$ cat src/rtl/ad9361_spi_seq.sv
// AD9361 SPI command sequencer: walks the init command table, then arbitrates user register access.
// Optional build macro SEQ_WR_VERIFY_EN: read back every table WRITE and flag a mismatch as an error.
module ad9361_spi_seq #(
    parameter int unsigned CMD_AW   = 8,
    parameter logic [15:0] POLL_MAX = 16'd1000,
    parameter logic [15:0] DLY_UNIT = 16'd1000
) (
    input  logic              clk,
    input  logic              rst_n,
    input  logic              start,
    output logic              busy,
    output logic              init_done,
    output logic              init_err,
    output logic [CMD_AW-1:0] err_idx,
    output logic [CMD_AW-1:0] cmd_addr,
    input  logic [31:0]       cmd_data,
    input  logic              usr_wr_req,
    input  logic              usr_rd_req,
    input  logic [9:0]        usr_addr,
    input  logic [7:0]        usr_wdata,
    output logic [7:0]        usr_rdata,
    output logic              usr_ack,
    output logic              spi_wr_req,
    input  logic              spi_wr_end,
    output logic              spi_rd_req,
    input  logic              spi_rd_end,
    output logic [9:0]        spi_addr,
    output logic [7:0]        spi_wdata,
    input  logic [7:0]        spi_rdata
);

    typedef enum logic [3:0] {
        S_IDLE, S_FETCH, S_LATCH, S_EXEC, S_WR_WAIT, S_RD_WAIT,
        S_CHECK, S_DELAY, S_USR_WAIT, S_DONE, S_ERR
    } state_t;

    localparam logic [1:0] OP_WRITE = 2'b00;
    localparam logic [1:0] OP_POLL  = 2'b01;
    localparam logic [1:0] OP_DELAY = 2'b10;

    state_t            state_q, state_nxt;
    logic [CMD_AW-1:0] cmd_addr_nxt, err_idx_nxt;
    logic              busy_nxt, init_done_nxt, init_err_nxt;
    logic              spi_wr_req_nxt, spi_rd_req_nxt, usr_ack_nxt;
    logic [9:0]        spi_addr_nxt;
    logic [7:0]        spi_wdata_nxt, usr_rdata_nxt;
    logic [15:0]       poll_cnt_q, poll_cnt_nxt, poll_cnt_inc;
    logic [35:0]       dly_cnt_q, dly_cnt_nxt, dly_total;
    logic              usr_wr_q, usr_wr_nxt;
    logic [31:0]       cmd_q, cmd_nxt;
    logic [7:0]        rdata_q, rdata_nxt;
    logic              advance, fail;
`ifdef SEQ_WR_VERIFY_EN
    logic              vfy_q, vfy_nxt;
`endif

    function automatic logic masked_eq(input logic [7:0] a, input logic [7:0] b,
                                       input logic [7:0] m);
        return ((a ^ b) & m) == 8'h00;
    endfunction

    assign dly_total    = 36'(cmd_q[19:0]) * 36'(DLY_UNIT);
    assign poll_cnt_inc = poll_cnt_q + 16'd1;

    always_comb begin
        state_nxt      = state_q;
        cmd_addr_nxt   = cmd_addr;
        err_idx_nxt    = err_idx;
        busy_nxt       = busy;
        init_done_nxt  = init_done;
        init_err_nxt   = init_err;
        spi_wr_req_nxt = 1'b0;
        spi_rd_req_nxt = 1'b0;
        spi_addr_nxt   = spi_addr;
        spi_wdata_nxt  = spi_wdata;
        usr_rdata_nxt  = usr_rdata;
        usr_ack_nxt    = 1'b0;
        poll_cnt_nxt   = poll_cnt_q;
        dly_cnt_nxt    = dly_cnt_q;
        usr_wr_nxt     = usr_wr_q;
        cmd_nxt        = cmd_q;
        rdata_nxt      = rdata_q;
        advance        = 1'b0;
        fail           = 1'b0;
`ifdef SEQ_WR_VERIFY_EN
        vfy_nxt        = vfy_q;
`endif
        case (state_q)
            S_IDLE, S_DONE: begin
                if (start) begin
                    cmd_addr_nxt  = '0;
                    busy_nxt      = 1'b1;
                    init_done_nxt = 1'b0;
                    init_err_nxt  = 1'b0;
                    state_nxt     = S_FETCH;
                end else if (init_done && !usr_ack && (usr_wr_req || usr_rd_req)) begin
                    // usr_ack gating stops a requester that is still dropping its level from being re-served
                    usr_wr_nxt     = usr_wr_req;
                    spi_wr_req_nxt = usr_wr_req;
                    spi_rd_req_nxt = !usr_wr_req;
                    spi_addr_nxt   = usr_addr;
                    spi_wdata_nxt  = usr_wdata;
                    state_nxt      = S_USR_WAIT;
                end
            end
            S_FETCH: state_nxt = S_LATCH;
            S_LATCH: begin
                cmd_nxt   = cmd_data;
                state_nxt = S_EXEC;
            end
            S_EXEC: begin
                case (cmd_q[31:30])
                    OP_WRITE: begin
                        spi_wr_req_nxt = 1'b1;
                        spi_addr_nxt   = cmd_q[29:20];
                        spi_wdata_nxt  = cmd_q[19:12];
                        state_nxt      = S_WR_WAIT;
                    end
                    OP_POLL: begin
                        poll_cnt_nxt   = 16'd0;
                        spi_rd_req_nxt = 1'b1;
                        spi_addr_nxt   = cmd_q[29:20];
                        state_nxt      = S_RD_WAIT;
`ifdef SEQ_WR_VERIFY_EN
                        vfy_nxt        = 1'b0;
`endif
                    end
                    OP_DELAY: begin
                        if (dly_total == 36'd0) begin
                            advance = 1'b1;
                        end else begin
                            dly_cnt_nxt = dly_total;
                            state_nxt   = S_DELAY;
                        end
                    end
                    default: begin
                        init_done_nxt = 1'b1;
                        busy_nxt      = 1'b0;
                        state_nxt     = S_DONE;
                    end
                endcase
            end
            S_WR_WAIT: begin
                if (spi_wr_end) begin
`ifdef SEQ_WR_VERIFY_EN
                    spi_rd_req_nxt = 1'b1;
                    vfy_nxt        = 1'b1;
                    state_nxt      = S_RD_WAIT;
`else
                    advance = 1'b1;
`endif
                end
            end
            S_RD_WAIT: begin
                if (spi_rd_end) begin
                    rdata_nxt = spi_rdata;
                    state_nxt = S_CHECK;
                end
            end
            S_CHECK: begin
`ifdef SEQ_WR_VERIFY_EN
                if (vfy_q) begin
                    if (rdata_q == cmd_q[19:12]) advance = 1'b1;
                    else                         fail    = 1'b1;
                end else
`endif
                if (masked_eq(rdata_q, cmd_q[19:12], cmd_q[11:4])) begin
                    advance = 1'b1;
                end else if (poll_cnt_inc == POLL_MAX) begin
                    fail = 1'b1;
                end else begin
                    poll_cnt_nxt   = poll_cnt_inc;
                    spi_rd_req_nxt = 1'b1;
                    state_nxt      = S_RD_WAIT;
                end
            end
            S_DELAY: begin
                if (dly_cnt_q == 36'd1) advance = 1'b1;
                else                    dly_cnt_nxt = dly_cnt_q - 36'd1;
            end
            S_USR_WAIT: begin
                if (usr_wr_q ? spi_wr_end : spi_rd_end) begin
                    usr_ack_nxt = 1'b1;
                    if (!usr_wr_q) usr_rdata_nxt = spi_rdata;
                    state_nxt = S_DONE;
                end
            end
            S_ERR: begin
                init_err_nxt = 1'b1;
                err_idx_nxt  = cmd_addr;
                busy_nxt     = 1'b0;
                state_nxt    = S_DONE;
            end
            default: state_nxt = S_IDLE;
        endcase

        // Stepping past the last table entry is an error; cmd_addr keeps the last index
        if (advance) begin
            if (&cmd_addr) begin
                fail = 1'b1;
            end else begin
                cmd_addr_nxt = cmd_addr + 1'b1;
                state_nxt    = S_FETCH;
            end
        end
        if (fail) state_nxt = S_ERR;
    end

    always_ff @(posedge clk or negedge rst_n) begin
        if (!rst_n) begin
            state_q    <= S_IDLE;
            cmd_addr   <= '0;
            err_idx    <= '0;
            busy       <= 1'b0;
            init_done  <= 1'b0;
            init_err   <= 1'b0;
            spi_wr_req <= 1'b0;
            spi_rd_req <= 1'b0;
            spi_addr   <= '0;
            spi_wdata  <= '0;
            usr_rdata  <= '0;
            usr_ack    <= 1'b0;
            poll_cnt_q <= '0;
            dly_cnt_q  <= '0;
            usr_wr_q   <= 1'b0;
`ifdef SEQ_WR_VERIFY_EN
            vfy_q      <= 1'b0;
`endif
        end else begin
            state_q    <= state_nxt;
            cmd_addr   <= cmd_addr_nxt;
            err_idx    <= err_idx_nxt;
            busy       <= busy_nxt;
            init_done  <= init_done_nxt;
            init_err   <= init_err_nxt;
            spi_wr_req <= spi_wr_req_nxt;
            spi_rd_req <= spi_rd_req_nxt;
            spi_addr   <= spi_addr_nxt;
            spi_wdata  <= spi_wdata_nxt;
            usr_rdata  <= usr_rdata_nxt;
            usr_ack    <= usr_ack_nxt;
            poll_cnt_q <= poll_cnt_nxt;
            dly_cnt_q  <= dly_cnt_nxt;
            usr_wr_q   <= usr_wr_nxt;
`ifdef SEQ_WR_VERIFY_EN
            vfy_q      <= vfy_nxt;
`endif
        end
    end

    // Command word and read capture are pure data; state qualifies every use
    always_ff @(posedge clk) begin
        cmd_q   <= cmd_nxt;
        rdata_q <= rdata_nxt;
    end

endmodule

$ cat config.mk
export PLATFORM = sky130hd
export DESIGN_NAME = ad9361_spi_seq
export DESIGN_NICKNAME = d
export VERILOG_FILES = /design/src/rtl/ad9361_spi_seq.sv
export SDC_FILE = /design/constraint.sdc
export NUM_CORES = 1
export LEC_CHECK = 0
export ABC_CLOCK_PERIOD_IN_PS = 7050
export BUFFER_PORTS_ARGS = -buffer_cell sky130_fd_sc_hd__clkbuf_2
export CAP_MARGIN = 20
export CELL_PAD_IN_SITES_DETAIL_PLACEMENT = 2
export CELL_PAD_IN_SITES_GLOBAL_PLACEMENT = 2
export CORE_ASPECT_RATIO = 1.25
export CORE_MARGIN = 3
export CORE_UTILIZATION = 38
export CTS_CLUSTER_DIAMETER = 60
export DETAILED_ROUTE_END_ITERATION = 8
export PLACE_DENSITY = 0.86
export SLEW_MARGIN = 10
export SYNTH_ARGS = -nofsm -noshare
export SYNTH_HDL_FRONTEND = slang
export SYNTH_SLANG_ARGS = --single-unit
$ cat constraint.sdc
create_clock -name clk -period 7.05 [get_ports clk]
set_input_delay 0.3525 -clock clk [delete_from_list [all_inputs] [get_ports clk]]
set_output_delay 0.3525 -clock clk [all_outputs]
set_load 0.01 [all_outputs]
==> results.json <==
{
  "status": "finished, final reports clean",
  "synth-seq-area-share": 0.346,
  "detailroute.via_count": 9884,
  "synth_cells": 1171,
  "hold_viol_final": 0,
  "clock_skew_ps": 30.3,
  "tightest_slew_ps": 1090,
  "setup-violations-final": 0,
  "first_pass_iters": 5,
  "io_pins": 113,
  "clkLatencyLatePin_ps": 480,
  "syn_area_um2": 11100,
  "clkTransAtPathRegs_ps": 100,
  "cts_max_path_buffers": 2,
  "fillers": 3114,
  "synth_seq_cells": 145,
  "crit_path_max_fanout": 34,
  "synth_cell_type_count": 79,
  "start_kind": "flop",
  "layout_min_cycle_time_ps": 6720,
  "yosys-top-cells-area": "dfrtp_1 (24%), fa_1 (13%), edfxtp_1 (11%)",
  "final_common_cell": "inv_1",
  "die_area_um2": 31200,
  "crit_end": "dly_cnt_q[16]",
  "place_congestion": 0.879,
  "report.final.slew_viol_count": 0,
  "antenna_left": 0,
  "dpl.hpwl_um": 29800,
  "drive_above_1_share": 0.150,
  "die_h_um": 197,
  "area_growth_pct": 13.8,
  "rows": 69,
  "drv_cap": 0,
  "min_path_type": "input pin to flop",
  "worst_hold_slack_ps": 51.5,
  "drt_iter0_markers": 562,
  "antenna_cells": 0,
  "r2r-start": "cmd_q[13]",
  "critical_path.endpoint_type": "flop",
  "gr-total-overflow": 0,
  "setup_tns_ps": 0,
  "syn-mean-instance-area_um2": 9.44,
  "fmax_mhz": 149,
  "initial_core_util": 0.387,
  "synth_ff_type": "dfrtp_1",
  "grt_pass1_wl_um": 65400,
  "cts.htree.levels": 4,
  "critPathLaunch": "cmd_q[13]",
  "die_w_um": 159,
  "reg2reg_depth": 19,
  "r2r_slack_ps": 330,
  "first_global_vias": 11300,
  "dpl-instance-area_um2": 12000,
  "wirelength_um": 41200,
  "portBuffers": 112,
  "synth_edf_count": 40,
  "numCtsBuffers": 17,
  "fin_crit_sh": 0.953,
  "synth_top_area_frac": 0.238,
  "drc_errors": 0,
  "crit_type": "flop to flop",
  "reg2reg_to": "dly_cnt_q[16]",
  "clock_sink_count": 145,
  "track_usage": 0.271,
  "critPathRequiredTime_ps": 7390,
  "critPathArrivalTime_ps": 7060,
  "ys_async_sr_fraction": 0.724,
  "cts_tree": "done",
  "layout_common_cells": "inv_1 (129), clkbuf_2 (111), dfrtp_1 (105), a21oi_1 (97), nand2_1 (91)",
  "grt_max_degree": 64,
  "relSlewSlack": 0.273,
  "antenna_found_initial": 1,
  "clock-root-buffer": "clkbuf_16",
  "drt-wirelength-per-cell_um": 24.7,
  "yosysTopAreaCell": "dfrtp_1",
  "layout.nets": 1468,
  "cts_setup_buffers": 0,
  "core_um2": 28600,
  "rsz0062_at_grt": "no",
  "via_per_inst": 5.92,
  "synthesis.nets": 1373,
  "ys_warn_count": 0,
  "design_area_um2": 12600
}
==> repair_timing <==
action	4_1_cts	5_1_grt
gates resized for setup	0	1
hold endpoints to repair	48	0
hold buffers	1	0
setup endpoints to repair	0	5
==> critical path: stages, from the launching register on <==
cell      delay, ps
edfxtp_1        530
inv_1           340
fa_1            500
inv_1           150
fa_1            500
fa_1            540
inv_1            70
fa_1            500
inv_1            50
ha_1            440
a21oi_1         370
o211ai_1        170
a221oi_1        530
o21ai_1         190
a221oi_2        330
xor2_2          360
nand4b_4        210
buf_4           380
o211ai_1        170
a22o_1          250
==> kinds of logic (layout without fill, tap and decap cells) <==
group	count (synthesis)	count (layout)	share of synthesized area
AO/OA/AOI/OAI	316	316	0.185
adder cells (fa/ha/maj)	137	137	0.203
XOR/XNOR	29	29	0.0230
flip-flops	145	145	0.346
buffers and inverters	178	286	0.0638
multiplexers	23	23	0.0231
AND/OR/NAND/NOR	343	343	0.157
==> state kept, by name (all words and copies together), names as in the netlist <==
register,count
cmd_addr,8
state_q,4
rdata_q,8
err_idx,8
spi_wdata,8
usr_rdata,8
spi_addr,10
spi_rd_req,1
init_done,1
usr_ack,1
spi_wr_req,1
poll_cnt_q,16
usr_wr_q,1
dly_cnt_q,36
busy,1
cmd_q,32
init_err,1
==> cell usage after synthesis (17+ instances only) <==
library cell and number:
nor2_1 74, fa_1 70, o22ai_1 17, a21o_1 17
clkbuf_1 33, nand4_1 21, edfxtp_1 40, dfrtp_1 105
nand3_1 31, a31oi_1 24, a21oi_1 97, nand2b_1 18
inv_1 129, xnor2_1 19, nor3_1 22, nand2_1 91
ha_1 67, o21ai_0 53
==> worst min path at each step <==
stage,from,to,slack (ps),cells after the start
6_report,cmd_data[10],cmd_q[10],50,1
4_1_cts,cmd_data[10],cmd_q[10],40,1
3_3_place_gp,rst_n,poll_cnt_q[6],420,1
2_1_floorplan,rst_n,busy,60,0
5_1_grt,cmd_data[22],cmd_q[22],60,1
3_5_place_dp,rst_n,poll_cnt_q[8],430,1
==> layout make-up <==
cell class                 count  area (µm²)  share of cell area
multi-input combinational    848        6550               0.521
sequential                   145        3830               0.304
timing repair buffer         125         671              0.0533
tap                          390         488              0.0388
inverter                     129         484              0.0385
clock buffer                  17         425              0.0338
clock inverter                15         138              0.0109
==> through the flow <==
step           utilization  worst slack (ps)  cells
6_report             0.440               332   1669
5_1_grt              0.440              27.6   1669
4_1_cts              0.440               328   1668
3_5_place_dp         0.420               459   1635
3_3_place_gp         0.420               870   1635
2_1_floorplan            -              1590   1171
==> routing by layer <==
layer / track usage / routed length [µm]
met3: 0.0402 / 1410
met5: 0 / 9
met1: 0.313 / 15900
met2: 0.484 / 21800
met4: 0.135 / 2040
Power is not shown: default switching activity piles up to over one toggle a cycle in this logic, so the estimate is an artifact.
